--- config.mk ---
export PLATFORM = sky130hd
export DESIGN_NAME = dm_arb_flat
export DESIGN_NICKNAME = d
export VERILOG_FILES = /design/src/rtl/dm_arb_pkg.sv /design/src/rtl/dm_arb_if.sv /design/src/rtl/dm_arb_rr_pick2.sv /design/src/rtl/dm_arb.sv /design/src/flat_wrapper.sv
export SDC_FILE = /design/constraint.sdc
export NUM_CORES = 1
export LEC_CHECK = 0
export BUFFER_PORTS_ARGS = -buffer_cell sky130_fd_sc_hd__clkbuf_2
export CAP_MARGIN = 5
export CORE_MARGIN = 5
export CORE_UTILIZATION = 46
export DETAILED_ROUTE_END_ITERATION = 10
export GPL_TIMING_DRIVEN = 0
export PLACE_DENSITY = 0.81
export RECOVER_POWER = 25
export SETUP_SLACK_MARGIN = 0.5
export SLEW_MARGIN = 10
export SYNTH_ARGS = -nofsm -noshare
export SYNTH_HDL_FRONTEND = slang
export SYNTH_HIERARCHICAL = 1
export SYNTH_SLANG_ARGS = --single-unit
--- constraint.sdc ---
create_clock -name clk -period 2 [get_ports clk]
set_input_delay 0.1 -clock clk [delete_from_list [all_inputs] [get_ports clk]]
set_output_delay 0.1 -clock clk [all_outputs]
set_load 0.03 [all_outputs]
--- src/rtl/dm_arb_pkg.sv ---
// Shared types and constants for the two-port data-memory arbiter.
package dm_arb_pkg;
    localparam int DEF_AW = 16;
    localparam int DEF_DW = 32;

    localparam logic P0 = 1'b0;
    localparam logic P1 = 1'b1;

    typedef enum logic [1:0] {
        IDLE   = 2'd0,
        ACCESS = 2'd1,
        RESP   = 2'd2
    } state_e;
endpackage

--- src/rtl/dm_arb_if.sv ---
// Requester ports plus the memory-side bus of the data-memory arbiter.
interface dm_arb_if
    import dm_arb_pkg::*;
#(
    parameter int AW = DEF_AW,
    parameter int DW = DEF_DW
);
    logic          req0, req1, we0, we1, lock0, lock1;
    logic [AW-1:0] addr0, addr1;
    logic [DW-1:0] wdata0, wdata1;
    logic          ack0, ack1;
    logic [DW-1:0] rdata;
    logic [AW-1:0] dm_addr;
    logic [DW-1:0] dm_wdata;
    logic          dm_we;
    logic [DW-1:0] dm_rdata;
    logic [1:0]    owner;

    modport slave (
        input  req0, req1, we0, we1, lock0, lock1, addr0, addr1, wdata0, wdata1, dm_rdata,
        output ack0, ack1, rdata, dm_addr, dm_wdata, dm_we, owner
    );

    modport master (
        output req0, req1, we0, we1, lock0, lock1, addr0, addr1, wdata0, wdata1, dm_rdata,
        input  ack0, ack1, rdata, dm_addr, dm_wdata, dm_we, owner
    );
endinterface

--- src/rtl/dm_arb_rr_pick2.sv ---
// Combinational two-way round-robin pick; a held lock restricts the pick to its owner.
module rr_pick2
    import dm_arb_pkg::*;
(
    input  logic req0,
    input  logic req1,
    input  logic ptr,
    input  logic lock_vld,
    input  logic lock_own,
    output logic win,
    output logic vld
);
    always_comb begin
        win = ptr;
        vld = 1'b0;
        if (lock_vld) begin
            win = lock_own;
            vld = lock_own ? req1 : req0;
        end else begin
            vld = req0 | req1;
            if (req0 && !req1)
                win = P0;
            else if (req1 && !req0)
                win = P1;
        end
    end
endmodule

--- src/rtl/dm_arb.sv ---
// Two-port arbiter/sequencer for the single-port data memory: IDLE -> ACCESS -> RESP,
// round-robin between ports, optional lock with an idle timeout.
module dm_arb
    import dm_arb_pkg::*;
#(
    parameter int AW       = DEF_AW,
    parameter int DW       = DEF_DW,
    parameter int LOCK_TMO = 15
) (
    input logic     clk,
    input logic     rst_f,
    dm_arb_if.slave bus
);
    localparam logic [7:0] TMO_LAST = 8'(LOCK_TMO - 1);

    state_e        state_q, state_d;
    logic          win_q, win_d;
    logic          ptr_q, ptr_d;
    logic          lock_q, lock_d;
    logic [7:0]    cnt_q, cnt_d;
    logic [1:0]    ack_q, ack_d;
    logic [1:0]    owner_q, owner_d;
    logic [AW-1:0] dm_addr_q, dm_addr_d;
    logic [DW-1:0] dm_wdata_q, dm_wdata_d;
    logic          dm_we_q, dm_we_d;
    logic [DW-1:0] rdata_q, rdata_d;

    logic pick_win, pick_vld;

    rr_pick2 u_pick (
        .req0     (bus.req0),
        .req1     (bus.req1),
        .ptr      (ptr_q),
        .lock_vld (lock_q),
        .lock_own (win_q),
        .win      (pick_win),
        .vld      (pick_vld)
    );

    always_comb begin
        state_d    = state_q;
        win_d      = win_q;
        ptr_d      = ptr_q;
        lock_d     = lock_q;
        cnt_d      = cnt_q;
        ack_d      = 2'b00;
        owner_d    = owner_q;
        dm_addr_d  = dm_addr_q;
        dm_wdata_d = dm_wdata_q;
        dm_we_d    = dm_we_q;
        rdata_d    = rdata_q;
        case (state_q)
            IDLE: begin
                // An owner request wins even on the expiry cycle, so it is tested first.
                if (pick_vld) begin
                    state_d    = ACCESS;
                    win_d      = pick_win;
                    cnt_d      = 8'd0;
                    owner_d    = pick_win ? 2'b10 : 2'b01;
                    dm_addr_d  = pick_win ? bus.addr1  : bus.addr0;
                    dm_wdata_d = pick_win ? bus.wdata1 : bus.wdata0;
                    dm_we_d    = pick_win ? bus.we1    : bus.we0;
                    lock_d     = pick_win ? bus.lock1  : bus.lock0;
                end else if (lock_q) begin
                    if (cnt_q == TMO_LAST) begin
                        lock_d  = 1'b0;
                        owner_d = 2'b00;
                        ptr_d   = ~win_q;
                        cnt_d   = 8'd0;
                    end else begin
                        cnt_d = cnt_q + 8'd1;
                    end
                end
            end
            ACCESS: begin
                state_d     = RESP;
                dm_we_d     = 1'b0;
                ack_d[win_q] = 1'b1;
                if (!dm_we_q)
                    rdata_d = bus.dm_rdata;
            end
            RESP: begin
                state_d = IDLE;
                if (!lock_q) begin
                    ptr_d   = ~win_q;
                    owner_d = 2'b00;
                end
            end
            default: state_d = IDLE;
        endcase
    end

    always_ff @(posedge clk or negedge rst_f) begin
        if (!rst_f) begin
            state_q    <= IDLE;
            win_q      <= P0;
            ptr_q      <= P0;
            lock_q     <= 1'b0;
            cnt_q      <= 8'd0;
            ack_q      <= 2'b00;
            owner_q    <= 2'b00;
            dm_addr_q  <= '0;
            dm_wdata_q <= '0;
            dm_we_q    <= 1'b0;
            rdata_q    <= '0;
        end else begin
            state_q    <= state_d;
            win_q      <= win_d;
            ptr_q      <= ptr_d;
            lock_q     <= lock_d;
            cnt_q      <= cnt_d;
            ack_q      <= ack_d;
            owner_q    <= owner_d;
            dm_addr_q  <= dm_addr_d;
            dm_wdata_q <= dm_wdata_d;
            dm_we_q    <= dm_we_d;
            rdata_q    <= rdata_d;
        end
    end

    assign bus.ack0     = ack_q[0];
    assign bus.ack1     = ack_q[1];
    assign bus.owner    = owner_q;
    assign bus.dm_addr  = dm_addr_q;
    assign bus.dm_wdata = dm_wdata_q;
    assign bus.dm_we    = dm_we_q;
    assign bus.rdata    = rdata_q;
endmodule

--- src/flat_wrapper.sv ---
// flat-port wrapper written by rule: the top's interface ports become plain ports
module dm_arb_flat import dm_arb_pkg::*;
#(
    parameter int AW       = DEF_AW,
    parameter int DW       = DEF_DW,
    parameter int LOCK_TMO = 15
)
  (clk, rst_f, bus_req0, bus_req1, bus_we0, bus_we1, bus_lock0, bus_lock1, bus_addr0, bus_addr1, bus_wdata0, bus_wdata1, bus_dm_rdata, bus_ack0, bus_ack1, bus_rdata, bus_dm_addr, bus_dm_wdata, bus_dm_we, bus_owner);
  dm_arb_if #(.AW(AW), .DW(DW)) bus_i ();
  input logic clk;
  input logic rst_f;
  input wire logic [$bits(bus_i.req0)-1:0] bus_req0;
  input wire logic [$bits(bus_i.req1)-1:0] bus_req1;
  input wire logic [$bits(bus_i.we0)-1:0] bus_we0;
  input wire logic [$bits(bus_i.we1)-1:0] bus_we1;
  input wire logic [$bits(bus_i.lock0)-1:0] bus_lock0;
  input wire logic [$bits(bus_i.lock1)-1:0] bus_lock1;
  input wire logic [$bits(bus_i.addr0)-1:0] bus_addr0;
  input wire logic [$bits(bus_i.addr1)-1:0] bus_addr1;
  input wire logic [$bits(bus_i.wdata0)-1:0] bus_wdata0;
  input wire logic [$bits(bus_i.wdata1)-1:0] bus_wdata1;
  input wire logic [$bits(bus_i.dm_rdata)-1:0] bus_dm_rdata;
  output wire logic [$bits(bus_i.ack0)-1:0] bus_ack0;
  output wire logic [$bits(bus_i.ack1)-1:0] bus_ack1;
  output wire logic [$bits(bus_i.rdata)-1:0] bus_rdata;
  output wire logic [$bits(bus_i.dm_addr)-1:0] bus_dm_addr;
  output wire logic [$bits(bus_i.dm_wdata)-1:0] bus_dm_wdata;
  output wire logic [$bits(bus_i.dm_we)-1:0] bus_dm_we;
  output wire logic [$bits(bus_i.owner)-1:0] bus_owner;
  assign bus_i.req0 = bus_req0;
  assign bus_i.req1 = bus_req1;
  assign bus_i.we0 = bus_we0;
  assign bus_i.we1 = bus_we1;
  assign bus_i.lock0 = bus_lock0;
  assign bus_i.lock1 = bus_lock1;
  assign bus_i.addr0 = bus_addr0;
  assign bus_i.addr1 = bus_addr1;
  assign bus_i.wdata0 = bus_wdata0;
  assign bus_i.wdata1 = bus_wdata1;
  assign bus_i.dm_rdata = bus_dm_rdata;
  assign bus_ack0 = bus_i.ack0;
  assign bus_ack1 = bus_i.ack1;
  assign bus_rdata = bus_i.rdata;
  assign bus_dm_addr = bus_i.dm_addr;
  assign bus_dm_wdata = bus_i.dm_wdata;
  assign bus_dm_we = bus_i.dm_we;
  assign bus_owner = bus_i.owner;
  dm_arb #(.AW(AW), .DW(DW), .LOCK_TMO(LOCK_TMO)) u_core (.clk(clk), .rst_f(rst_f), .bus(bus_i));
endmodule
==> results.md <==
* Status: finished clean
* Synth warn at 6
* Initial antenna violation count at 0
* Synthesized-area fraction occupied by adder cells at 0.582%
* Peak Freq at 617 MHz
* Worst Path Max Fanout at 7
* Mapped Cells at 372
* Compound-cell area share of the yosys netlist at 10.8%
* Average detailed-routed wire length per instance at 17.7 microns
* Grt ovf at 0
* Min Clock Period, post-route at 1.62 ns
* Min-delay worst type: in2reg
* Port-buffer cells at 220
* Number of nets in the final layout at 800
* XOR/XNOR Fraction of Synth Area at 0%
* Placeable core area at 9200 sq um
* WS Path Type: reg2reg
* Basic-gate share of the synthesized area counting and, or, nand and nor cells at 8.64%
* Final worst hold slack at 0.0222 ns
* Die outline height at 107 microns
* Gate power share at 58.3%
* Switching power total at 0.00534 W
* Register bit total from synthesis at 98
* Sequential area share after synthesis at 57.0%
* Detailed router's first-iteration violation count at 234
* Multiplexer area fraction after synthesis at 20.0%
* Number of buffers created by CTS at 9
* Die Area at 11400 sq um
* Largest family of logic cells by synthesized area: multiplexers
* Unrepaired setup endpoints after global routing: true
* Final Max Tran Viols at 0
* Total number of vias at 4021
* Pin count of the biggest net entering global routing at 99
* Clock share of power at 11.5%
* GPL Wtd Cong at 0.865
* Max_slew headroom at 12.5%
* H-tree level count at 3
* Total Wirelength at 13700 microns
* Number of synthesized flops with an enable pin at 0
* TritonCTS clock tree: yes
* Final worst-path cycle share at 81.1%
* Worst setup slack before clock tree synthesis at 0.236 ns
* Multi-input logic area at 1850 sq um
* Share of post-route cells with drive strength above 1 at 51.0%
* DRC viols at 0
* IR Drop Worst-Case VDD at 0.896 mV
* Global-route wire length before repair at 20500 microns
* Kind of launch point of the worst setup path: register
* Fraction of synthesis flops using an asynchronous set or reset pin at 100%
* Ports at 221
* Worst-case clock buffer depth at 2
* Final Hold Vio Count at 0
* Share of power burned in registers at 30.2%
* Cell types occupying the most area after synthesis: dfrtp_1 (57%), mux2i_1 (12%), mux2_2 (8.1%), o21ai_0 (6.5%), nand2_1 (4.9%)
* Required time worst endpoint at 2.26 ns
* Sequential cell area at 2460 sq um
* Leading register cell type out of synthesis: dfrtp_1
* ANT cells at 0
* Worst-case clock skew at 0.0160 ns
* Clk pin slew, worst setup/hold paths at 0.10 ns
* Flop2flop setup slack at 0.38 ns
* Die X-Extent at 107 microns
* Avg Inst Size Synth at 11.6 sq um
* MaxCap Viol Count at 0
* Static Leakage at 3.36 nW
* Cell row count at 35
* Post-Syn Area at 4300 sq um
* Transition time at the pin with the least slew margin at 1.31 ns
* Post-Syn Nets at 510
* Number of global-route vias before repair at 4180
* Total power density per cell area at 1750 nW/um^2
* Dominant cell type by area after synthesis: dfrtp_1
* Mean number of vias per cell at 5.17
* Count of antenna-violating nets left after detailed routing at 0
* Number of sinks driven by the clock tree at 98
* Iteration count of the initial detailed-routing pass at 4
* Effective utilization at floorplan at 46.8%
* # setup viols final at 0
* Synth unique cells at 40
* Type of element capturing the critical path: register
* Combined global-route utilization of all metal layers at 22.7%
* Switching Share at 46.4%
* DP HPWL at 9260 microns
* Share of Yosys cell area claimed by the top area cell type at 57.0%
* Clock root buffer master: clkbuf_8
* Skew-Pair Late Insertion Delay at 0.36 ns
* Least setup slack across all paths after layout at 0.378 ns
* Area growth from synthesis to layout at 52.6%
* Count of fill cells added during filler insertion at 662
* Total internal power at 0.00618 W
* Data arrival time of the critical path at 1.88 ns
cell families after synthesis:
kind of cell,count (synthesis)
DFF,98
buffers and inverters,28
AOI/OAI and AO/OA,82
and+or+nand+nor,80
adders and majority gates,2
muxes,82
worst max-delay path, stage by stage, from the launching register on:
cell and delay (ns):
dfrtp_2 0.41, nand2_2 0.07, a21oi_2 0.11, a31oi_1 0.05, buf_4 0.18, buf_4 0.14, buf_6 0.11, a21oi_4 0.16
nand2_2 0.13, o31ai_2 0.19
worst paths after layout:
path / depth (start not counted) / to / startpoint
worst max-delay path: 9 / u_core/cnt_q[4] / u_core/lock_q
worst min-delay path: 3 / u_core/bus.dm_addr[2] / bus_addr0[2]
max in group asynchronous: 2 / u_core/lock_q / rst_f
min in group asynchronous: 2 / u_core/bus.dm_wdata[6] / rst_f
worst max register to register: 9 / u_core/cnt_q[4] / u_core/lock_q
worst min register to register: 2 / u_core/bus.dm_wdata[20] / u_core/bus.dm_wdata[20]
layout by cell type (no fill, tap or decap), types with 3 or more instances in the layout:
| master | Yosys | routed |
|---|---|---|
| dfrtp_2 | 0 | 3 |
| mux2_4 | 0 | 7 |
| mux2_2 | 31 | 24 |
| buf_6 | 0 | 13 |
| clkbuf_2 | 0 | 221 |
| buf_4 | 3 | 21 |
| o21ai_0 | 56 | 28 |
| inv_1 | 7 | 6 |
| dlygate4sd3_1 | 0 | 33 |
| buf_8 | 0 | 3 |
| nand3_1 | 4 | 4 |
| o21ai_1 | 2 | 28 |
| inv_6 | 0 | 4 |
| nand2_1 | 56 | 54 |
| clkbuf_8 | 0 | 13 |
| mux2i_1 | 50 | 47 |
| a21oi_1 | 4 | 3 |
| a31oi_1 | 5 | 5 |
| dfrtp_1 | 98 | 95 |
| nand2b_1 | 3 | 3 |
cells in the mapped netlist, types with 3 or more instances:
master	count
nand2b_1	3
mux2_2	31
mux2i_1	50
dfrtp_1	98
nand2_1	56
a21oi_1	4
nand3_1	4
o31ai_1	3
buf_4	3
clkbuf_1	7
a31oi_1	5
o21ai_0	56
inv_1	7
buf_2	11
nor2_1	4
per-layer routing:
layer	global-route usage (%)	share of wire, %	up-vias
met5	0	0	-
met4	6.67	1.7	0
met3	4.46	6.7	18
met2	41.4	53	167
met1	27.0	39	1953
li1	-	-	1883
metrics by stage:
step | util (%) | area [sq um] | power, W | cells | setup TNS [ns]
after global routing | 71.4 | 6570 | 0.0122 | 778 | 0
after floorplan | - | 4400 | 0.00757 | 372 | 0
after detailed placement | 61.4 | 5640 | 0.00935 | 703 | 0
after CTS | 69.7 | 6410 | 0.0111 | 768 | 0
final | 71.4 | 6570 | 0.0115 | 778 | 0
after global placement | 61.3 | 5640 | 0.00915 | 703 | -32.72
state kept, by name (all words and copies together) (netlist names):
signal,cells
u_core/ack_q,2
u_core/lock_q,1
u_core/bus.dm_addr,16
u_core/win_q,1
u_core/bus.owner,2
u_core/bus.dm_we,1
u_core/ptr_q,1
u_core/state_q,2
u_core/bus.dm_wdata,32
u_core/bus.rdata,32
u_core/cnt_q,8
power by group through the flow:
stage | sequential, W | clock, W | combinational (W)
detailed placement | 0.00351 | 0 | 0.00584
CTS | 0.00344 | 0.00136 | 0.00634
global route | 0.00359 | 0.00146 | 0.00714
finish | 0.00348 | 0.00133 | 0.00671
floorplan | 0.00513 | 0 | 0.00244
global placement | 0.00346 | 0 | 0.00569
cell type report:
| class | instances | area share, % |
|---|---|---|
| Clock buffer | 9 | 1.89 |
| Tap cell | 111 | 2.12 |
| Clock inverter | 7 | 1.24 |
| Buffer | 21 | 3.62 |
| Timing Repair Buffer | 278 | 25.1 |
| Inverter | 7 | 0.400 |
| Multi-Input combinational cell | 247 | 28.2 |
| Sequential cell | 98 | 37.4 |
what timing repair did:
item | CTS | global route
gates cloned | 1 | 4
setup buffers | 15 | 6
resized for setup | 47 | 37
hold endpoints to repair | 130 | 0
hold buffers | 33 | 0
pin swaps | 7 | 10
setup endpoints to repair | 93 | 92
(Power assumes the default switching activity.)
